`src/rtl/mmio_uart_tx.sv`:
```
`default_nettype none
// ============================================================================
// Module   : mmio_uart_tx
// Brief    : Memory-mapped 8N1 UART transmitter on the data-memory port.
//            A 4-word register window (TXDATA, STATUS, DIV, FRAMES) feeds
//            a byte FIFO that a serializer drains onto tx.
// Revision : 1.0  initial release
// ============================================================================
module mmio_uart_tx #(
    parameter logic [6:0]  BASE_WORD = 7'h7C,
    parameter int          DEPTH     = 8,
    parameter logic [15:0] DIV_RESET = 16'd868
) (
    input  logic        clk,
    input  logic        rst,
    input  logic [6:0]  rd_addr0,
    output logic [31:0] rd_dout0,
    output logic        rd_hit,
    input  logic [6:0]  wr_addr0,
    input  logic [31:0] wr_din0,
    input  logic        we0,
    input  logic [2:0]  wr_strb,
    output logic        tx
);

    localparam int AW = (DEPTH > 1) ? $clog2(DEPTH) : 1;
    localparam int CW = AW + 1;

    typedef enum logic [1:0] {
        S_IDLE  = 2'd0,
        S_START = 2'd1,
        S_DATA  = 2'd2,
        S_STOP  = 2'd3
    } state_t;

    // FIFO storage and bookkeeping
    logic [7:0]    mem_q [DEPTH];
    logic [AW-1:0] wptr_q;
    logic [AW-1:0] rptr_q;
    logic [CW-1:0] count_q;
    logic          ovf_q;
    logic [15:0]   div_q;
    logic [15:0]   div_d;

    // Serializer state
    state_t        state_q;
    logic [7:0]    shift_q;
    logic [15:0]   active_div_q;
    logic [15:0]   baud_q;
    logic [2:0]    bit_q;
    logic [15:0]   frames_q;
    logic          tx_q;

    logic          w_wr_hit;
    logic [1:0]    w_wr_off;
    logic          w_full;
    logic          w_empty;
    logic          w_busy;
    logic          w_bit_end;
    logic          w_pop;
    logic          w_push_req;
    logic          w_push;
    logic [7:0]    w_head;
    logic          w_unused_bits;

    assign w_wr_hit   = we0 && (wr_addr0[6:2] == BASE_WORD[6:2]);
    assign w_wr_off   = wr_addr0[1:0];
    assign w_full     = (count_q == CW'(DEPTH));
    assign w_empty    = (count_q == '0);
    assign w_busy     = (state_q != S_IDLE);
    assign w_bit_end  = (baud_q == active_div_q - 16'd1);
    // The serializer only ever pops when data is present, so pop and push on
    // an empty FIFO never coincide.
    assign w_pop      = !w_empty && ((state_q == S_IDLE) ||
                                     ((state_q == S_STOP) && w_bit_end));
    assign w_push_req = w_wr_hit && (w_wr_off == 2'd0);
    assign w_push     = w_push_req && (!w_full || w_pop);
    assign w_head     = mem_q[rptr_q];
    assign tx         = tx_q;
    assign w_unused_bits = &{1'b0, wr_din0[31:16]};

    // Next divisor value: byte stores touch only the low byte; zero maps to one
    always_comb begin
        div_d = div_q;
        if (w_wr_hit && (w_wr_off == 2'd2)) begin
            if (wr_strb == 3'b000) begin
                div_d = {div_q[15:8], wr_din0[7:0]};
            end else begin
                div_d = wr_din0[15:0];
            end
            if (div_d == 16'd0) begin
                div_d = 16'd1;
            end
        end
    end

    // Combinational register read mux, no side effects
    always_comb begin
        rd_dout0 = 32'd0;
        rd_hit   = (rd_addr0[6:2] == BASE_WORD[6:2]);
        if (rd_hit) begin
            case (rd_addr0[1:0])
                2'd1:    rd_dout0 = {17'd0, 7'(count_q), 4'd0,
                                     ovf_q, w_busy, w_empty, w_full};
                2'd2:    rd_dout0 = {16'd0, div_q};
                2'd3:    rd_dout0 = {16'd0, frames_q};
                default: rd_dout0 = 32'd0;
            endcase
        end
    end

    // FIFO data array; contents are don't-care once pointers are reset
    always_ff @(posedge clk) begin
        if (w_push) begin
            mem_q[wptr_q] <= wr_din0[7:0];
        end
    end

    // FIFO pointers, occupancy, sticky overflow and divisor register
    always_ff @(posedge clk) begin
        if (rst) begin
            wptr_q  <= '0;
            rptr_q  <= '0;
            count_q <= '0;
            ovf_q   <= 1'b0;
            div_q   <= DIV_RESET;
        end else begin
            div_q <= div_d;
            if (w_push) begin
                wptr_q <= wptr_q + 1'b1;
            end
            if (w_pop) begin
                rptr_q <= rptr_q + 1'b1;
            end
            if (w_push && !w_pop) begin
                count_q <= count_q + 1'b1;
            end else if (w_pop && !w_push) begin
                count_q <= count_q - 1'b1;
            end
            if (w_push_req && w_full && !w_pop) begin
                ovf_q <= 1'b1;
            end else if (w_wr_hit && (w_wr_off == 2'd1) && wr_din0[3]) begin
                ovf_q <= 1'b0;
            end
        end
    end

    // Serializer FSM: start bit, 8 data bits LSB first, stop bit, registered tx
    always_ff @(posedge clk) begin
        if (rst) begin
            state_q      <= S_IDLE;
            tx_q         <= 1'b1;
            shift_q      <= 8'd0;
            active_div_q <= DIV_RESET;
            baud_q       <= 16'd0;
            bit_q        <= 3'd0;
            frames_q     <= 16'd0;
        end else begin
            if ((state_q == S_IDLE) || w_bit_end) begin
                baud_q <= 16'd0;
            end else begin
                baud_q <= baud_q + 16'd1;
            end
            case (state_q)
                S_IDLE: begin
                    tx_q <= 1'b1;
                    if (w_pop) begin
                        shift_q      <= w_head;
                        active_div_q <= div_q;
                        state_q      <= S_START;
                        tx_q         <= 1'b0;
                    end
                end
                S_START: begin
                    if (w_bit_end) begin
                        state_q <= S_DATA;
                        bit_q   <= 3'd0;
                        tx_q    <= shift_q[0];
                    end
                end
                S_DATA: begin
                    if (w_bit_end) begin
                        shift_q <= {1'b0, shift_q[7:1]};
                        if (bit_q == 3'd7) begin
                            state_q <= S_STOP;
                            tx_q    <= 1'b1;
                        end else begin
                            bit_q <= bit_q + 3'd1;
                            tx_q  <= shift_q[1];
                        end
                    end
                end
                S_STOP: begin
                    if (w_bit_end) begin
                        frames_q <= frames_q + 16'd1;
                        if (w_pop) begin
                            // Back-to-back frame: no idle gap
                            shift_q      <= w_head;
                            active_div_q <= div_q;
                            state_q      <= S_START;
                            tx_q         <= 1'b0;
                        end else begin
                            state_q <= S_IDLE;
                            tx_q    <= 1'b1;
                        end
                    end
                end
                default: begin
                    state_q <= S_IDLE;
                    tx_q    <= 1'b1;
                end
            endcase
        end
    end

endmodule
`default_nettype wire

```
`config.mk`:
```
export PLATFORM = sky130hd
export DESIGN_NAME = mmio_uart_tx
export DESIGN_NICKNAME = d
export VERILOG_FILES = /design/src/rtl/mmio_uart_tx.sv
export SDC_FILE = /design/constraint.sdc
export NUM_CORES = 1
export LEC_CHECK = 0
export ABC_CLOCK_PERIOD_IN_PS = 8000
export CORE_ASPECT_RATIO = 0.75
export CORE_MARGIN = 5
export CORE_UTILIZATION = 61
export DETAILED_ROUTE_END_ITERATION = 10
export GPL_TIMING_DRIVEN = 0
export PLACE_DENSITY = 0.86
export SLEW_MARGIN = 10
export SYNTH_ARGS = -nofsm -noshare
export SYNTH_HDL_FRONTEND = slang
export SYNTH_SLANG_ARGS = --single-unit
```
`constraint.sdc`:
```
create_clock -name clk -period 8 [get_ports clk]
set_clock_uncertainty 0.15 [all_clocks]
set_input_delay 1.2 -clock clk [delete_from_list [all_inputs] [get_ports clk]]
set_output_delay 1.2 -clock clk [all_outputs]
set_load 0.03 [all_outputs]
```
==> results_dict.tcl, run 1 <==
set metrics [dict create \
    htreeDepth 4 \
    antenna_found_initial 0 \
    synth_area_sq_um 7710 \
    cts_tree "built" \
    grt_max_degree 17 \
    synthFlopType "dfxtp_1" \
    slew_violations 0 \
    dp_hpwl_microns 13600 \
    rr_startpoint "active_div_q[0]$_SDFFE_PP0P_" \
    critPathRequiredTime_ns 6.65 \
    status "completed" \
    num_rows 35 \
    area_growth_pct 17.7 \
    via_count 5863 \
    rsz0062_at_grt "false" \
    ys_seq_area_share_pct 48.8 \
    fmax_mhz 210 \
    diodes 0 \
    tns_ns 0 \
    hold_start "ovf_q$_SDFFE_PP0P_" \
    core-area_sq_um 12300 \
    synthCells 706 \
    worstPathArrival_ns 3.41 \
    maxCapViolCount 0 \
    pin_count 86 \
    gp_congestion 0.851 \
    r2r_slack_ns 3.29 \
    regArea_sq_um 3760 \
    clkLatencyLatePin_ns 0.43 \
    rr_worst_depth 17 \
    nFillCells 800 \
    numClockSinks 156 \
    hold-path-cell-count 2 \
    grt_pass1_vias 5912 \
    grt_pass1_wl_microns 31500 \
    ir_drop_v 0.000202 \
    min_period_over_period_pct 59.4 \
    wirelength_microns 19700 \
    crit_path_start_kind "input port" \
    hold_violations 0 \
    ant_nets 0 \
    fin_nets 860 \
    hold_ws_ns 0.333 \
    leakage_nw 3.20 \
    drive_above_1_share_pct 13.4 \
    min_path_type "reg2reg" \
    cp-end-kind "output pin" \
    synth-seq-cells 156 \
    critPathMaxFanout 10 \
    final_common_cell "nor2_1" \
    post-route-drc-count 0 \
    synth_cell_types 67 \
    setup_viol 0 \
    tightest_slew_ns 1.34 \
    multiInputGateArea_sq_um 3660 \
    cts_resized 0 \
    async_flop_share_pct 0 \
    final_cell_mix "nor2_1, dfxtp_1, edfxtp_1" \
    dr.first_iter.drc_count 603 \
    synth_area_leaders "edfxtp_1, dfxtp_1, mux2i_1" \
    cts-root-buf "clkbuf_16" \
    cts_buffers 17 \
    first_pass_iters 5 \
    numPortBuffers 51 \
    die-area_sq_um 15000 \
    avgSynthCellArea_sq_um 10.9 \
    worstSetupPathType "in2out" \
    drt-wirelength-per-cell_microns 20.3 \
    power.density_nw_per_um2 263 \
    final.min_clock_period_ns 4.76 \
    avgViaCountPerCell 6.04 \
    start_util_pct 62.4 \
    synth_edf_count 64 \
    synth_top_area_share_pct 24.9 \
    dieHeight_microns 107 \
    slew_headroom_pct 9.97 \
    overflow 0 \
    clk_path_buf_depth 2 \
    reg2reg_to "count_q[3]$_SDFFE_PP0P_" \
    grt_usage_pct 27.0 \
    clk_pin_slew_ns 0.06 \
    yosys_warnings 0 \
    min_to "ovf_q$_SDFFE_PP0P_" \
    synth_area_leader_cell "edfxtp_1" \
    holdBufCountCts 0 \
    cts_setup_buffers 0 \
    die_w_microns 140 \
]
## where the power goes
part           internal [W]  switching (W)
clock              0.000436       0.000342
combinational      0.000296       0.000390
sequential         0.000877      0.0000483
## worst max-delay path by stage
stage / from / endpoint / slack [ns]
6_report: rd_addr0[1] / rd_dout0[1] / 3.24
5_1_grt: active_div_q[0]$_SDFFE_PP0P_ / count_q[3]$_SDFFE_PP0P_ / 2.99
4_1_cts: rd_addr0[1] / rd_dout0[9] / 3.25
3_5_place_dp: rd_addr0[1] / rd_dout0[2] / 3.28
3_3_place_gp: rd_addr0[1] / rd_dout0[9] / 3.36
2_1_floorplan: rd_addr0[4] / rd_dout0[12] / 4.17
## per-stage QoR
step	util, %	power (W)	cell area (sq um)	setup slack [ns]	instances
detailed placement	68.9	0.00159	8510	3.28	938
CTS	73.4	0.00237	9060	3.25	970
global route	73.5	0.00248	9070	2.99	970
finish	73.5	0.00239	9070	3.24	970
floorplan	-	0.00143	7770	4.17	721
global placement	68.7	0.00155	8490	3.36	938
## Yosys cell counts, drive strengths merged, types with 12 or more instances
master  instances
mux2i          54
inv            21
ha             16
a21oi          14
nor4           20
clkbuf         19
nand3          20
mux2           12
nor2          106
xnor2          31
dfxtp          92
nor3           17
edfxtp         64
buf            31
xor2           20
mux4           16
o21ai          14
nand2          40
## routing by layer
layer	routed length [microns]	GRT usage, %	vias up
li1	-	-	2694
met1	8050	34.5	2823
met2	9330	44.3	286
met3	1740	6.88	60
met4	557	10.7	0
met5	0	0	-
## cells by family (layout without fill, tap and decap cells)
kind of cell	Yosys count	count (layout)	synth area share [%]
compound gates	74	74	7.42
xor+xnor	51	51	5.79
fa+ha+maj	17	17	2.86
buf+inv	71	154	4.88
flops	156	156	48.8
mux	82	82	13.4
other cells	1	16	0.0486
simple gates	254	254	16.8
## area by class of cell
type | instances | share of cell area [%]
clock inverters | 13 | 1.39
flip-flops and latches | 156 | 41.5
inverters | 21 | 0.869
well taps | 166 | 2.29
multi-input cells | 494 | 40.3
repair buffers | 51 | 5.63
clock buffers | 19 | 4.77
plain buffers | 50 | 3.28
## worst max-delay path, stage by stage
cell and delay, ns:
clkdlybuf4s50_1 0.56, clkbuf_1 0.37, nand2_1 0.11, o21ai_0 0.10
a22oi_1 0.10, nor2_1 0.23, clkdlybuf4s50_1 0.73
## registers in the layout, summed over array words and instances, names as in the netlist, named ones only
| signal | cells |
|---|---|
| state_q | 2 |
| active_div_q | 16 |
| wptr_q | 3 |
| rptr_q | 3 |
| shift_q | 8 |
| baud_q | 16 |
| ovf_q | 1 |
| bit_q | 3 |
| frames_q | 16 |
| mem_q | 64 |
| tx | 1 |
| count_q | 4 |
| div_q | 16 |
Power figures use the tool's default switching activity.
==> inputs of run 2 (changes only) <==
--- a/config.mk
+++ b/config.mk
@@ -5,13 +5,13 @@
 export SDC_FILE = /design/constraint.sdc
 export NUM_CORES = 1
 export LEC_CHECK = 0
-export ABC_CLOCK_PERIOD_IN_PS = 8000
+export ABC_CLOCK_PERIOD_IN_PS = 4000
 export CORE_ASPECT_RATIO = 0.75
 export CORE_MARGIN = 5
-export CORE_UTILIZATION = 61
+export CORE_UTILIZATION = 51
 export DETAILED_ROUTE_END_ITERATION = 10
 export GPL_TIMING_DRIVEN = 0
-export PLACE_DENSITY = 0.86
+export PLACE_DENSITY = 0.76
 export SLEW_MARGIN = 10
 export SYNTH_ARGS = -nofsm -noshare
 export SYNTH_HDL_FRONTEND = slang
==> constraint.sdc (replaced) <==
create_clock -name clk -period 4 [get_ports clk]
set_clock_uncertainty 0.15 [all_clocks]
set_input_delay 0.6 -clock clk [delete_from_list [all_inputs] [get_ports clk]]
set_output_delay 0.6 -clock clk [all_outputs]
set_load 0.03 [all_outputs]
==> results_dict.tcl, run 2 (same netlist as run 1, synthesis figures left out) <==
set metrics [dict create \
    status "finished with violations" \
    violations "setup timing" \
    num_rows 38 \
    dr.first_iter.drc_count 640 \
    power.density_nw_per_um2 528 \
    cp-end-kind "flip-flop" \
    slew_violations 0 \
    avgViaCountPerCell 5.88 \
    largest_register "mem_q" \
    gp_congestion 0.932 \
    path_cells "buf_4, or4_4, nor3_4, and4bb_1, o2111ai_2, nand4bb_4, buf_8, a21o_4, ha_2, inv_2, ha_1, a21o_1, a21oi_2, xnor2_1, or3_1, a21oi_1" \
    top_usage_layer "met2" \
    htreeDepth 4 \
    dieHeight_microns 116 \
    ant_nets 0 \
    drt-wirelength-per-cell_microns 19.4 \
    leakage_nw 3.29 \
    clk_pin_slew_ns 0.07 \
    numPortBuffers 51 \
    layout_setup_ws_ns -0.0335 \
    antenna_found_initial 0 \
    start_util_pct 52.7 \
    final_common_cell "nor2_1" \
    slew_headroom_pct 16.5 \
    fin_nets 870 \
    use_met1_pct 28.9 \
    worstSetupPathType "reg2reg" \
    crit_path_start_kind "flip-flop" \
    critical_path.slowest_cell "or4_4" \
    first_pass_iters 7 \
    cp_top_family "simple AND/OR/NAND/NOR gates" \
    dp_hpwl_microns 13400 \
    drive_above_1_share_pct 17.0 \
    pin_count 86 \
    nFillCells 1134 \
    grt_use_met2_pct 36.7 \
    fmax_mhz 248 \
    power_w 0.00497 \
    die_w_microns 152 \
    ir_drop_v 0.000371 \
    holdBufCountCts 0 \
    cts_buffers 17 \
    critPathMaxFanout 7 \
    final_cell_mix "nor2_1, dfxtp_1, edfxtp_1" \
    cts-root-buf "clkbuf_16" \
    cpPeakStageDelay_ns 0.61 \
    area_growth_pct 22.1 \
    min_period_over_period_pct 101 \
    clkLatencyLatePin_ns 0.43 \
    post-route-drc-count 0 \
    final.min_clock_period_ns 4.03 \
    grt_max_degree 17 \
    hold_violations 0 \
    critPathRequiredTime_ns 4.20 \
    setup_viol 1 \
    min_path_type "reg2reg" \
    numClockSinks 156 \
    hold_ws_ns 0.337 \
    overflow 0 \
    grt_pass1_vias 5842 \
    tightest_slew_ns 1.24 \
    worst-path-buf-inv 3 \
    grt_usage_pct 22.0 \
    worstPathArrival_ns 4.23 \
    cts_tree "built" \
    via_count 5962 \
    use_met3_pct 5.11 \
    grt_pass1_wl_microns 30700 \
    die-area_sq_um 17700 \
    maxCapViolCount 0 \
    diodes 0 \
    core-area_sq_um 14600 \
    wirelength_microns 19700 \
    clk_path_buf_depth 2 \
    largest_reg_flops 64 \
]
## run 2: worst paths after layout
check                                                  start                 endpoint  slack (ns)  cells past startpoint
worst max-delay path            active_div_q[4]$_SDFFE_PP0P_  count_q[3]$_SDFFE_PP0P_       -0.03                     16
worst min-delay path                  rptr_q[2]$_SDFFE_PP0N_                flip-flop        0.34                      2
worst max register to register  active_div_q[4]$_SDFFE_PP0P_  count_q[3]$_SDFFE_PP0P_       -0.03                     16
worst min register to register        rptr_q[2]$_SDFFE_PP0N_                flip-flop        0.34                      2
## run 2: final cells by class
class	instances	area, sq um	share of cell area, %
inverter	21	78.8	0.837
tap	200	250	2.66
buffer	49	298	3.16
clock inverter	15	223	2.37
timing repair buffer	62	593	6.30
clock buffer	17	425	4.52
sequential	156	3770	40.1
multi-input combinational	494	3770	40.1
## run 2: tightest hold or removal path: stages, from the launching register on
cell     delay (ns)
dfxtp_1        0.30
o21ai_0        0.06
a21oi_1        0.07
## run 2: metrics by stage
stage	setup WS, ns	util, %	cell area [sq um]	std cells	TNS (ns)
global route	-0.0760	64.3	9410	1014	-0.0760
detailed placement	-0.449	58.4	8550	972	-10.93
finish	-0.0335	64.3	9410	1014	-0.0335
CTS	-0.0438	63.3	9270	1004	-0.0438
floorplan	0.317	-	7770	721	0
global placement	-0.433	58.2	8530	972	-16.42
## run 2: report_power, final
group          total, W  leakage [nW]  switching, W  internal [W]
logic           0.00135          1.65      0.000753      0.000597
registers       0.00185          1.32     0.0000955       0.00175
clock network   0.00177         0.315      0.000707       0.00107
## run 2: what timing repair did
action,in CTS,in global routing
setup buffers,0,11
setup endpoints to repair,67,34
pin swaps,1,9
endpoints found under the hold margin,0,0
gates resized for setup,13,17
## run 2: routing by layer
metal / routed length, microns / vias to the layer above
met5: 0 / -
met2: 9310 / 268
met3: 1430 / 50
li1: - / 2727
met1: 8480 / 2917
met4: 451 / 0
==> inputs of run 3 (changes only) <==
--- a/config.mk
+++ b/config.mk
@@ -12,6 +12,7 @@
 export DETAILED_ROUTE_END_ITERATION = 10
 export GPL_TIMING_DRIVEN = 0
 export PLACE_DENSITY = 0.76
+export SETUP_SLACK_MARGIN = 0.4
 export SLEW_MARGIN = 10
 export SYNTH_ARGS = -nofsm -noshare
 export SYNTH_HDL_FRONTEND = slang
==> results_dict.tcl, run 3 (same netlist as run 1, synthesis figures left out) <==
set metrics [dict create \
    status "completed" \
    numPortBuffers 51 \
    hold-path-cell-count 2 \
    largest_reg_flops 64 \
    avgViaCountPerCell 5.72 \
    overflow 0 \
    slew_violations 0 \
    dp_hpwl_microns 13400 \
    grt_max_degree 17 \
    numClockSinks 156 \
    cts_tree "built" \
    first_pass_iters 5 \
    cp-end-kind "flip-flop" \
    final_core_util_pct 65.8 \
    cts-root-buf "clkbuf_16" \
    rsz0062_at_grt "true" \
    largest_register "mem_q" \
    maxCapViolCount 0 \
    fmax_mhz 260 \
    num_rows 38 \
    drive_above_1_share_pct 19.6 \
    final_common_cell "nor2_1" \
    dieHeight_microns 116 \
    slew_headroom_pct 22.5 \
    place_ws_ns -0.381 \
    leakage_nw 3.39 \
    cts_buffers 17 \
    fin_nets 887 \
    post-route-drc-count 0 \
    area_growth_pct 24.9 \
    hold_start "rptr_q[2]$_SDFFE_PP0N_" \
    wirelength_microns 19800 \
    worstSetupPathType "reg2reg" \
    core-area_sq_um 14600 \
    cp_top_family "simple AND/OR/NAND/NOR gates" \
    min_period_over_period_pct 96.1 \
    cpPeakStageDelay_ns 0.58 \
    grt_usage_pct 22.4 \
    crit_path_start_kind "flip-flop" \
    path_cells "buf_6, or4_4, nor3_4, and4bb_1, o2111ai_2, nand4bb_4, buf_8, a21o_4, ha_4, inv_4, ha_4, a21o_1, a21oi_2, xnor2_1, or3_1, a21oi_2" \
    gp_congestion 0.946 \
    antenna_found_initial 0 \
    min_path_type "reg2reg" \
    ant_nets 0 \
    power.density_nw_per_um2 499 \
    cp_num_cells 16 \
    placed_area_sq_um 8560 \
    rr_worst_depth 16 \
    critPathMaxFanout 4 \
    final.min_clock_period_ns 3.84 \
    rr_startpoint "active_div_q[5]$_SDFFE_PP1P_" \
    setup_viol 0 \
    die_w_microns 152 \
    clkLatencyLatePin_ns 0.44 \
    dr.first_iter.drc_count 637 \
    grt_pass1_vias 5943 \
    pin_count 86 \
    grt_pass1_wl_microns 31100 \
    worstPathArrival_ns 4.05 \
    critical_path.slowest_cell "or4_4" \
    ir_drop_v 0.000335 \
    via_count 5894 \
    clk_path_buf_depth 2 \
    htreeDepth 4 \
    drt-wirelength-per-cell_microns 19.2 \
    worst-path-buf-inv 3 \
    layout_setup_ws_ns 0.156 \
    postLayoutCellArea_sq_um 9630 \
    diodes 0 \
    clk_pin_slew_ns 0.07 \
    final_cell_mix "nor2_1, dfxtp_1, edfxtp_1" \
    tightest_slew_ns 1.15 \
    die-area_sq_um 17700 \
    critPathRequiredTime_ns 4.21 \
    hold_violations 0 \
    nFillCells 1113 \
    startpoint "active_div_q[5]$_SDFFE_PP1P_" \
    start_util_pct 52.7 \
]
-- run 3: path summary, 6_finish.rpt --
path | slack [ns] | endpoint
setup / recovery | 0.16 | count_q[3]$_SDFFE_PP0P_
hold / removal | 0.34 | flip-flop
setup reg to reg | 0.16 | count_q[3]$_SDFFE_PP0P_
hold reg to reg | 0.34 | flip-flop
-- run 3: worst reg2reg max path, stage by stage, from the launching register on --
cell,delay [ns]
dfxtp_2,0.32
buf_6,0.12
or4_4,0.58
nor3_4,0.21
and4bb_1,0.30
o2111ai_2,0.12
nand4bb_4,0.28
buf_8,0.18
a21o_4,0.21
ha_4,0.17
inv_4,0.07
ha_4,0.19
a21o_1,0.17
a21oi_2,0.15
xnor2_1,0.08
or3_1,0.33
a21oi_2,0.13
-- run 3: what timing repair did --
action,CTS,global route
setup endpoints to repair,68,80
hold buffers,0,0
gates resized for setup,27,28
pin swaps,16,21
setup buffers,12,15
-- run 3: layer usage --
metal | wire [microns] | track usage (%)
met4 | 306 | 7.54
met2 | 9740 | 37.4
met1 | 8360 | 29.0
met5 | 0 | 0
met3 | 1380 | 5.59
-- run 3: layout make-up --
class | instances | area (sq um) | area share, %
Clock inverter | 15 | 130 | 1.35
Clock buffer | 17 | 425 | 4.42
Sequential cell | 156 | 3770 | 39.2
Timing Repair Buffer | 78 | 793 | 8.23
Tap cell | 200 | 250 | 2.60
Multi-Input combinational cell | 494 | 3870 | 40.1
Inverter | 21 | 81.3 | 0.844
Buffer | 50 | 314 | 3.26
-- run 3: through the flow --
stage               TNS [ns]  power (W)  hold WS (ns)  instances
global route               0    0.00501         0.356       1031
CTS                        0    0.00473         0.341       1016
global placement      -13.20    0.00311         0.314        972
floorplan                  0    0.00287         0.292        721
finish                     0    0.00480         0.343       1031
detailed placement     -6.76    0.00317         0.332        972
-- run 3: power by group --
part / internal [W] / total, W / leakage, nW / switching, W
clock: 0.000815 / 0.00153 / 0.265 / 0.000718
sequential: 0.00175 / 0.00185 / 1.32 / 0.000101
combinational: 0.000650 / 0.00142 / 1.81 / 0.000767
